--- config.mk ---
export PLATFORM = sky130hd
export DESIGN_NAME = fifo_uart_tx
export DESIGN_NICKNAME = d
export VERILOG_FILES = /design/src/rtl/uart_pkg.sv /design/src/rtl/uart_baud_counter.sv /design/src/rtl/fifo_uart_tx.sv
export SDC_FILE = /design/constraint.sdc
export NUM_CORES = 1
export LEC_CHECK = 0
export CAP_MARGIN = 20
export CORE_UTILIZATION = 53
export CTS_BUF_LIST = sky130_fd_sc_hd__clkbuf_8
export CTS_CLUSTER_DIAMETER = 120
export CTS_CLUSTER_SIZE = 14
export DETAILED_ROUTE_END_ITERATION = 8
export GPL_TIMING_DRIVEN = 0
export PLACE_DENSITY = 0.81
export SYNTH_ARGS = -nofsm -noshare
export SYNTH_HDL_FRONTEND = slang
export SYNTH_SLANG_ARGS = --single-unit
export TNS_END_PERCENT = 100
--- constraint.sdc ---
create_clock -name clk -period 1.8 [get_ports clk]
set_input_delay 0.54 -clock clk [delete_from_list [all_inputs] [get_ports clk]]
set_output_delay 0.54 -clock clk [all_outputs]
set_load 0.01 [all_outputs]
--- src/rtl/uart_pkg.sv ---
// Shared UART definitions used by the transmitter and, later, the receiver.
package uart_pkg;

    localparam int unsigned DATA_BITS  = 8;
    // Start bit + data bits + stop bit.
    localparam int unsigned FRAME_BITS = DATA_BITS + 2;

    typedef enum logic [2:0] {
        IDLE,
        FETCH,
        START,
        DATA,
        STOP
    } tx_state_t;

endpackage

--- src/rtl/uart_baud_counter.sv ---
// Bit-period timer: counts 0..CLKS_PER_BIT-1 and pulses tick in the last cycle of each period.
module uart_baud_counter #(
    parameter int unsigned CLKS_PER_BIT = 16
) (
    input  logic clk,
    input  logic rst,
    input  logic clear,
    output logic tick
);

    localparam int unsigned CntW = (CLKS_PER_BIT > 1) ? $clog2(CLKS_PER_BIT) : 1;
    localparam logic [CntW-1:0] CntMax = CntW'(CLKS_PER_BIT - 1);

    logic [CntW-1:0] count_q, count_d;

    always_comb begin
        count_d = count_q;
        if (clear || tick) begin
            count_d = '0;
        end else begin
            count_d = count_q + CntW'(1);
        end
    end

    assign tick = (count_q == CntMax) && !clear;

    always_ff @(posedge clk) begin
        if (rst) begin
            count_q <= '0;
        end else begin
            count_q <= count_d;
        end
    end

endmodule

--- src/rtl/fifo_uart_tx.sv ---
// 8N1 transmitter that pops bytes from a FIFO read port and serializes them onto the TX pin.
module fifo_uart_tx
    import uart_pkg::*;
#(
    parameter int unsigned CLKS_PER_BIT = 16
) (
    input  logic       clk,
    input  logic       rst,
    input  logic       in_enable,
    input  logic       in_fifo_empty,
    output logic       out_fifo_read,
    input  logic [7:0] in_fifo_data,
    output logic       out_tx,
    output logic       out_busy,
    output logic       out_byte_done
);

    localparam logic [2:0] LastBit = 3'(DATA_BITS - 1);

    tx_state_t  state_q, state_d;
    logic [7:0] shift_q, shift_d;
    logic [2:0] bit_idx_q, bit_idx_d;
    logic       tx_q, tx_d;
    logic       baud_clear;
    logic       baud_tick;
    logic       fifo_read;
    logic       byte_done;

    uart_baud_counter #(
        .CLKS_PER_BIT(CLKS_PER_BIT)
    ) u_baud (
        .clk  (clk),
        .rst  (rst),
        .clear(baud_clear),
        .tick (baud_tick)
    );

    always_comb begin
        state_d    = state_q;
        shift_d    = shift_q;
        bit_idx_d  = bit_idx_q;
        fifo_read  = 1'b0;
        byte_done  = 1'b0;
        baud_clear = 1'b0;
        tx_d       = 1'b1;

        case (state_q)
            IDLE: begin
                baud_clear = 1'b1;
                if (in_enable && !in_fifo_empty) begin
                    fifo_read = 1'b1;
                    state_d   = FETCH;
                end
            end
            FETCH: begin
                baud_clear = 1'b1;
                shift_d    = in_fifo_data;
                bit_idx_d  = '0;
                state_d    = START;
            end
            START: begin
                if (baud_tick) begin
                    bit_idx_d = '0;
                    state_d   = DATA;
                end
            end
            DATA: begin
                if (baud_tick) begin
                    shift_d   = shift_q >> 1;
                    bit_idx_d = bit_idx_q + 3'd1;
                    if (bit_idx_q == LastBit) begin
                        state_d = STOP;
                    end
                end
            end
            STOP: begin
                if (baud_tick) begin
                    byte_done = 1'b1;
                    state_d   = IDLE;
                end
            end
            default: state_d = IDLE;
        endcase

        // The line register is loaded with the level of the upcoming state, so out_tx
        // changes exactly on state boundaries.
        case (state_d)
            START:   tx_d = 1'b0;
            DATA:    tx_d = shift_d[0];
            default: tx_d = 1'b1;
        endcase
    end

    always_ff @(posedge clk) begin
        if (rst) begin
            state_q   <= IDLE;
            shift_q   <= '0;
            bit_idx_q <= '0;
            tx_q      <= 1'b1;
        end else begin
            state_q   <= state_d;
            shift_q   <= shift_d;
            bit_idx_q <= bit_idx_d;
            tx_q      <= tx_d;
        end
    end

    // Status strobes are masked during reset so no pop or completion leaks out of that cycle.
    assign out_fifo_read = fifo_read && !rst;
    assign out_byte_done = byte_done && !rst;
    assign out_busy      = (state_q != IDLE) && !rst;
    assign out_tx        = tx_q;

endmodule

# Word-level counts from Yosys, hierarchy flattened
# Cells that the tools add are included.
[classes]
reduce_logical = 17
n_eq_ne = 10
mux = 17
add_sub_neg = 2
[ops]
columns = ["cell", "n"]
rows = [
  ["3-bit two-way mux", 7],
  ["8-bit case mux with 2 select lines", 1],
  ["3-bit case mux with 5 select lines", 1],
  ["3-bit by 2-bit equality test with 1-bit output (second input constant)", 4],
  ["3-bit case mux with 3 select lines", 1],
  ["8-bit two-way mux", 1],
  ["3-bit equality test (second input constant)", 2],
  ["3-bit nonzero test", 2],
  ["1-bit logical AND", 5],
  ["1-bit two-way mux", 5],
  ["4-bit by 1-bit adder with 4-bit output (second input constant)", 1],
  ["4-bit equality test (second input constant)", 1],
  ["2-bit by 1-bit inequality test with 1-bit output (second input constant)", 2],
  ["2-bit OR reduction", 2],
  ["3-bit by 1-bit adder with 3-bit output (second input constant)", 1],
  ["3-bit by 1-bit equality test with 1-bit output (second input constant)", 1],
  ["1-bit logical NOT", 3],
  ["3-bit logical NOT", 1],
  ["3-bit AND reduction", 1],
  ["1-bit case mux with 2 select lines", 1],
  ["2-bit AND reduction", 1],
  ["2-bit nonzero test", 1],
  ["1-bit logical OR", 1],
]
[totals]
regBits = 19
inputBits = 12
elab_cells = 52
output_inout_bits = 4

# Depth between registers and ports, before layout
[logic_depth]
word_depth = 9
ltp_mapped = 6

# Cells and area by module
# A second synthesis with hierarchy kept.
[hier_totals]
hier_cells = 104
hier_area_um2 = 920.9
[by_module_without_submodules]
columns = ["mod", "instances", "area_per_inst_um2", "cells_per_inst", "seq_area_each_um2"]
rows = [
  ["fifo_uart_tx", 1, 763.2, 88, 300.3],
  ["uart_baud_counter", 1, 157.7, 16, 80.1],
]

# Least setup slack after synthesis
# No wires, ideal clock.
[synth_path]
path_kind = "input port to output port"
start = "in rst"
end = "out out_busy"
t_arrival_ns = 1.220
setup_slack_ns = 0.040
stages = 3
path_cell_list = "clkbuf_1 > clkbuf_1 > a21oi_1"
[synth_between]
elab_chain_len = 2
[synth_rtl]
columns = ["item", "line_no", "source"]
rows = [
  ["start: declaration", "fifo_uart_tx.sv:8", "input logic rst,"],
  ["1-bit logical NOT", "fifo_uart_tx.sv:111", "assign out_busy = (state_q != IDLE) && !rst;"],
  ["1-bit logical AND", "fifo_uart_tx.sv:111", ""],
  ["end: declaration", "fifo_uart_tx.sv:14", "output logic out_busy,"],
]
# No other way between the ends.

# Worst setup path after layout
[layout_path]
start = "reg state_q[1]"
end = "out out_byte_done"
[layout_between]
elab_chain_len = 8
elab_cells_between_ends = 10
cone_classes = "eq/ne (2); mux (3); reduce/logical (5)"
[layout_rtl]
columns = ["item", "line_no", "source"]
rows = [
  ["start: declaration", "fifo_uart_tx.sv:20", "tx_state_t state_q, state_d;"],
  ["start signal: assignment", "fifo_uart_tx.sv:101", "state_q <= state_d;"],
  ["3-bit by 1-bit equality test with 1-bit output or 3-bit logical NOT (tied branches)", "fifo_uart_tx.sv:47", "case (state_q)"],
  ["2-bit OR reduction (no source line)", "-", ""],
  ["1-bit two-way mux", "fifo_uart_tx.sv:47", ""],
  ["1-bit logical NOT", "uart_baud_counter.sv:25", "assign tick = (count_q == CntMax) && !clear;"],
  ["1-bit logical AND", "uart_baud_counter.sv:25", ""],
  ["1-bit two-way mux", "fifo_uart_tx.sv:77", "if (baud_tick) begin"],
  ["1-bit two-way mux (*)", "fifo_uart_tx.sv:47", ""],
  ["1-bit logical AND (*)", "fifo_uart_tx.sv:110", "assign out_byte_done = byte_done && !rst;"],
  ["end: declaration", "fifo_uart_tx.sv:15", "output logic out_byte_done"],
]
# Every way passes the cells marked *; elsewhere a longest branch is shown, timed or not.

==> qor.txt <==
dominant synthesized flop cell -> dfxtp_1
switching share of power -> 0.2591
Worst EP arrival -> 1.21 ns
initial core utilization -> 0.5883
max_cap viols -> 0
relative slew slack -> 0.7882
Die Y -> 43.60 microns
Leakage Power -> 0.4569 nW
DP HPWL -> 1337 microns
Routed Antenna Nets -> 0
drt first pass iters -> 6
die span in x -> 43.60 microns
share of cells above drive strength 1 -> 0.2581
CTS tree -> built
CTS buffer count -> 3
maximum clock path buffer count -> 2
Syn Nets -> 117
async set-or-reset flop fraction in the synthesized netlist -> 0
area grow syn2layout -> 29.88%
Starting DRT DRC Count -> 12
Routed WL -> 2023 microns
vias in the first global route -> 814
fin crit share -> 0.9704
ant diodes -> 0
Post-Synth Adder-Cell Area -> 0.04093
Synth Instances -> 102
area leader, netlist -> dfxtp_1
Yosys Warn Count -> 0
Rows -> 14
hold_buf cts -> 0
pin count of the biggest net entering global routing -> 13
Placer Congestion -> 0.7460
Distinct cells, synth -> 37
Slew Limit Fails -> 0
non-filler cells, final -> 140
crit path max fanout -> 10
placed insts -> 132
Mapped Area -> 917.1 sq um
sequential power share -> 0.496
worst skew pair latency -> 0.26 ns
outcome -> finished with violations
clock skew -> 0.007580 ns
global-route wire length before repair -> 3512 microns
multiplexer share of the synthesized area -> 0
Synth area leaders -> dfxtp_1 41%, nor2_1 7.0%, a211oi_1 4.9%, ha_1 4.1%, o22ai_1 4.1%
Slew @ Worst Pin -> 0.3170 ns
Max rail drop VDD -> 0.0006172 V
clk sink count -> 19
crit start category -> register
Simple-Gate Fraction of Synth Area -> 0.2224
# IOs -> 16
critical path class -> reg -> out
fill cell count -> 127
count of input and output buffers -> 14
Hold WC Path Type -> reg -> reg
CP endpoint kind -> output port
failing checks -> DRC
Critical Path RT -> 1.26 ns
Syn Area/Cell -> 8.991 sq um
Synth Register Bits -> 19
WHS -> 0.4454 ns
via count -> 846
Seq/Total Area, Yosys -> 0.4147
largest family of logic cells by synthesized area -> compound AO/OA/AOI/OAI gates
Int Power -> 0.6818 mW
wire per inst -> 14.45 microns
Comb pwr share -> 0.175
net switching power -> 0.2384 mW
number of flops mapped to enable cells by yosys -> 0
Min Clock Period, post-route -> 1.747 ns
PD cells -> 772.5 nW/um^2
clock-pin transition on the worst setup and hold timing paths -> 0.08 ns
Root Driver -> clkbuf_8
initial antenna violation count -> 0
GRT Total Usage -> 0.2474
Clock power frac -> 0.329
drt drc -> 1
Setup TNS -> 0 ns
RSZ-0062 raised after global routing -> no
vias per cell -> 6.043
layout net count -> 140
core region area -> 1559 sq um
Power Total -> 0.9202 mW
DIE AREA -> 1901 sq um
Setup-failing EPs final -> 0
top cell type's share of synthesized area -> 0.4147
Compound-Gate Fraction of Synth Area -> 0.2538
Final Hold Viols -> 0
post-synthesis xor/xnor area fraction -> 0.01910
f_max -> 0.5725 GHz
CTS H-tree lvls -> 1
global route overflow -> 0
[per-layer routing]
layer,GRT usage,up-vias,share of wire
met5,0,-,0
met4,0.1125,0,0.016
met3,0.03750,5,0.047
met2,0.3851,26,0.47
met1,0.3377,400,0.46
li1,-,415,-
[cell type report]
class / count / area [sq um] / area share
timing repair buffer: 18 / 152.6 / 0.1282
clock inverter: 1 / 7.507 / 0.006303
multi-input combinational: 74 / 526.8 / 0.4422
clock buffer: 3 / 41.29 / 0.03466
inverter: 3 / 11.26 / 0.009454
buffer: 6 / 47.55 / 0.03992
sequential: 19 / 384.1 / 0.3225
tap: 16 / 20.02 / 0.01681
[synth_stat cells, types with 2 or more instances]
cell type  number
clkbuf_1        2
inv_1           3
nor2b_1         3
ha_1            3
a21oi_1         5
o21ai_1         2
a22o_1          2
nand2_1         3
a211oi_1        6
o21ai_0         3
o22ai_1         6
buf_2           2
nor2_1         17
dfxtp_1        19
nor3_1          4
[kinds of logic (layout without fill, tap and decap cells)]
kind of cell / count (synthesis) / in the layout
and+or+nand+nor: 37 / 37
AOI/OAI and AO/OA: 32 / 32
DFF: 19 / 19
buffers and inverters: 9 / 31
adders and majority gates: 3 / 3
xor gates and xnor gates: 2 / 2
[placed cells by master, fill, tap and decap left out, types with 2 or more instances in the layout]
| master | synthesis | final |
|---|---|---|
| nor2_1 | 17 | 16 |
| dfxtp_1 | 19 | 16 |
| clkdlybuf4s50_1 | 0 | 9 |
| o22ai_1 | 6 | 6 |
| a211oi_1 | 6 | 6 |
| a21oi_1 | 5 | 5 |
| buf_2 | 2 | 4 |
| clkbuf_8 | 0 | 4 |
| buf_4 | 0 | 4 |
| inv_1 | 3 | 3 |
| o21ai_0 | 3 | 3 |
| nor3_1 | 4 | 3 |
| dfxtp_2 | 0 | 3 |
| nor3_2 | 1 | 2 |
| nor2b_1 | 3 | 2 |
| clkbuf_2 | 1 | 2 |
| nand2_1 | 3 | 2 |
| o21ai_1 | 2 | 2 |
| a22o_1 | 2 | 2 |
| ha_1 | 3 | 2 |
| dlygate4sd2_1 | 0 | 2 |
[state kept, by name (all words and copies together) (netlist names)]
signal          count
shift_q             8
bit_idx_q           3
out_tx              1
u_baud.count_q      4
state_q             3
[repair_timing]
item / 4_1_cts / 5_1_grt
pin swaps: 2 / 1
buffers inserted: 2 / 2
gates resized for setup: 26 / 3
endpoints found under the hold margin: 0 / 0
endpoints found under the setup margin: 3 / 2
[path summary, 6_finish.rpt]
path	startpoint	endpoint	slack [ns]	depth (start not counted)
setup / recovery	state_q[1]	out_byte_done	0.05	5
hold / removal	u_baud.count_q[0]	u_baud.count_q[0]	0.45	1
setup reg to reg	u_baud.count_q[0]	out_tx	0.27	6
hold reg to reg	u_baud.count_q[0]	u_baud.count_q[0]	0.45	1
[per-stage QoR]
stage                     setup slack [ns]  area (sq um)  utilization
after floorplan                    0.04003         917.1            -
after global placement             -0.5890          1077       0.6910
after detailed placement           -0.6082          1077       0.6910
after CTS                         -0.04289          1185       0.7600
after global routing              0.004643          1191       0.7640
final                              0.05323          1191       0.7640
[worst max-delay path: stages, from the launching register on]
cell     delay (ns)
dfxtp_1        0.31
buf_6          0.14
nor2_4         0.18
nand2_2        0.07
nor3_2         0.09
buf_2          0.14
[power by group through the flow]
stage / clock network (mW) / logic [mW] / registers, mW
after detailed placement: 0 / 0.143 / 0.464
after global routing: 0.322 / 0.178 / 0.459
after floorplan: 0 / 0.0932 / 0.462
after global placement: 0 / 0.140 / 0.462
final: 0.303 / 0.161 / 0.456
after CTS: 0.304 / 0.150 / 0.456
No activity file was read; power rests on OpenSTA's default activity.
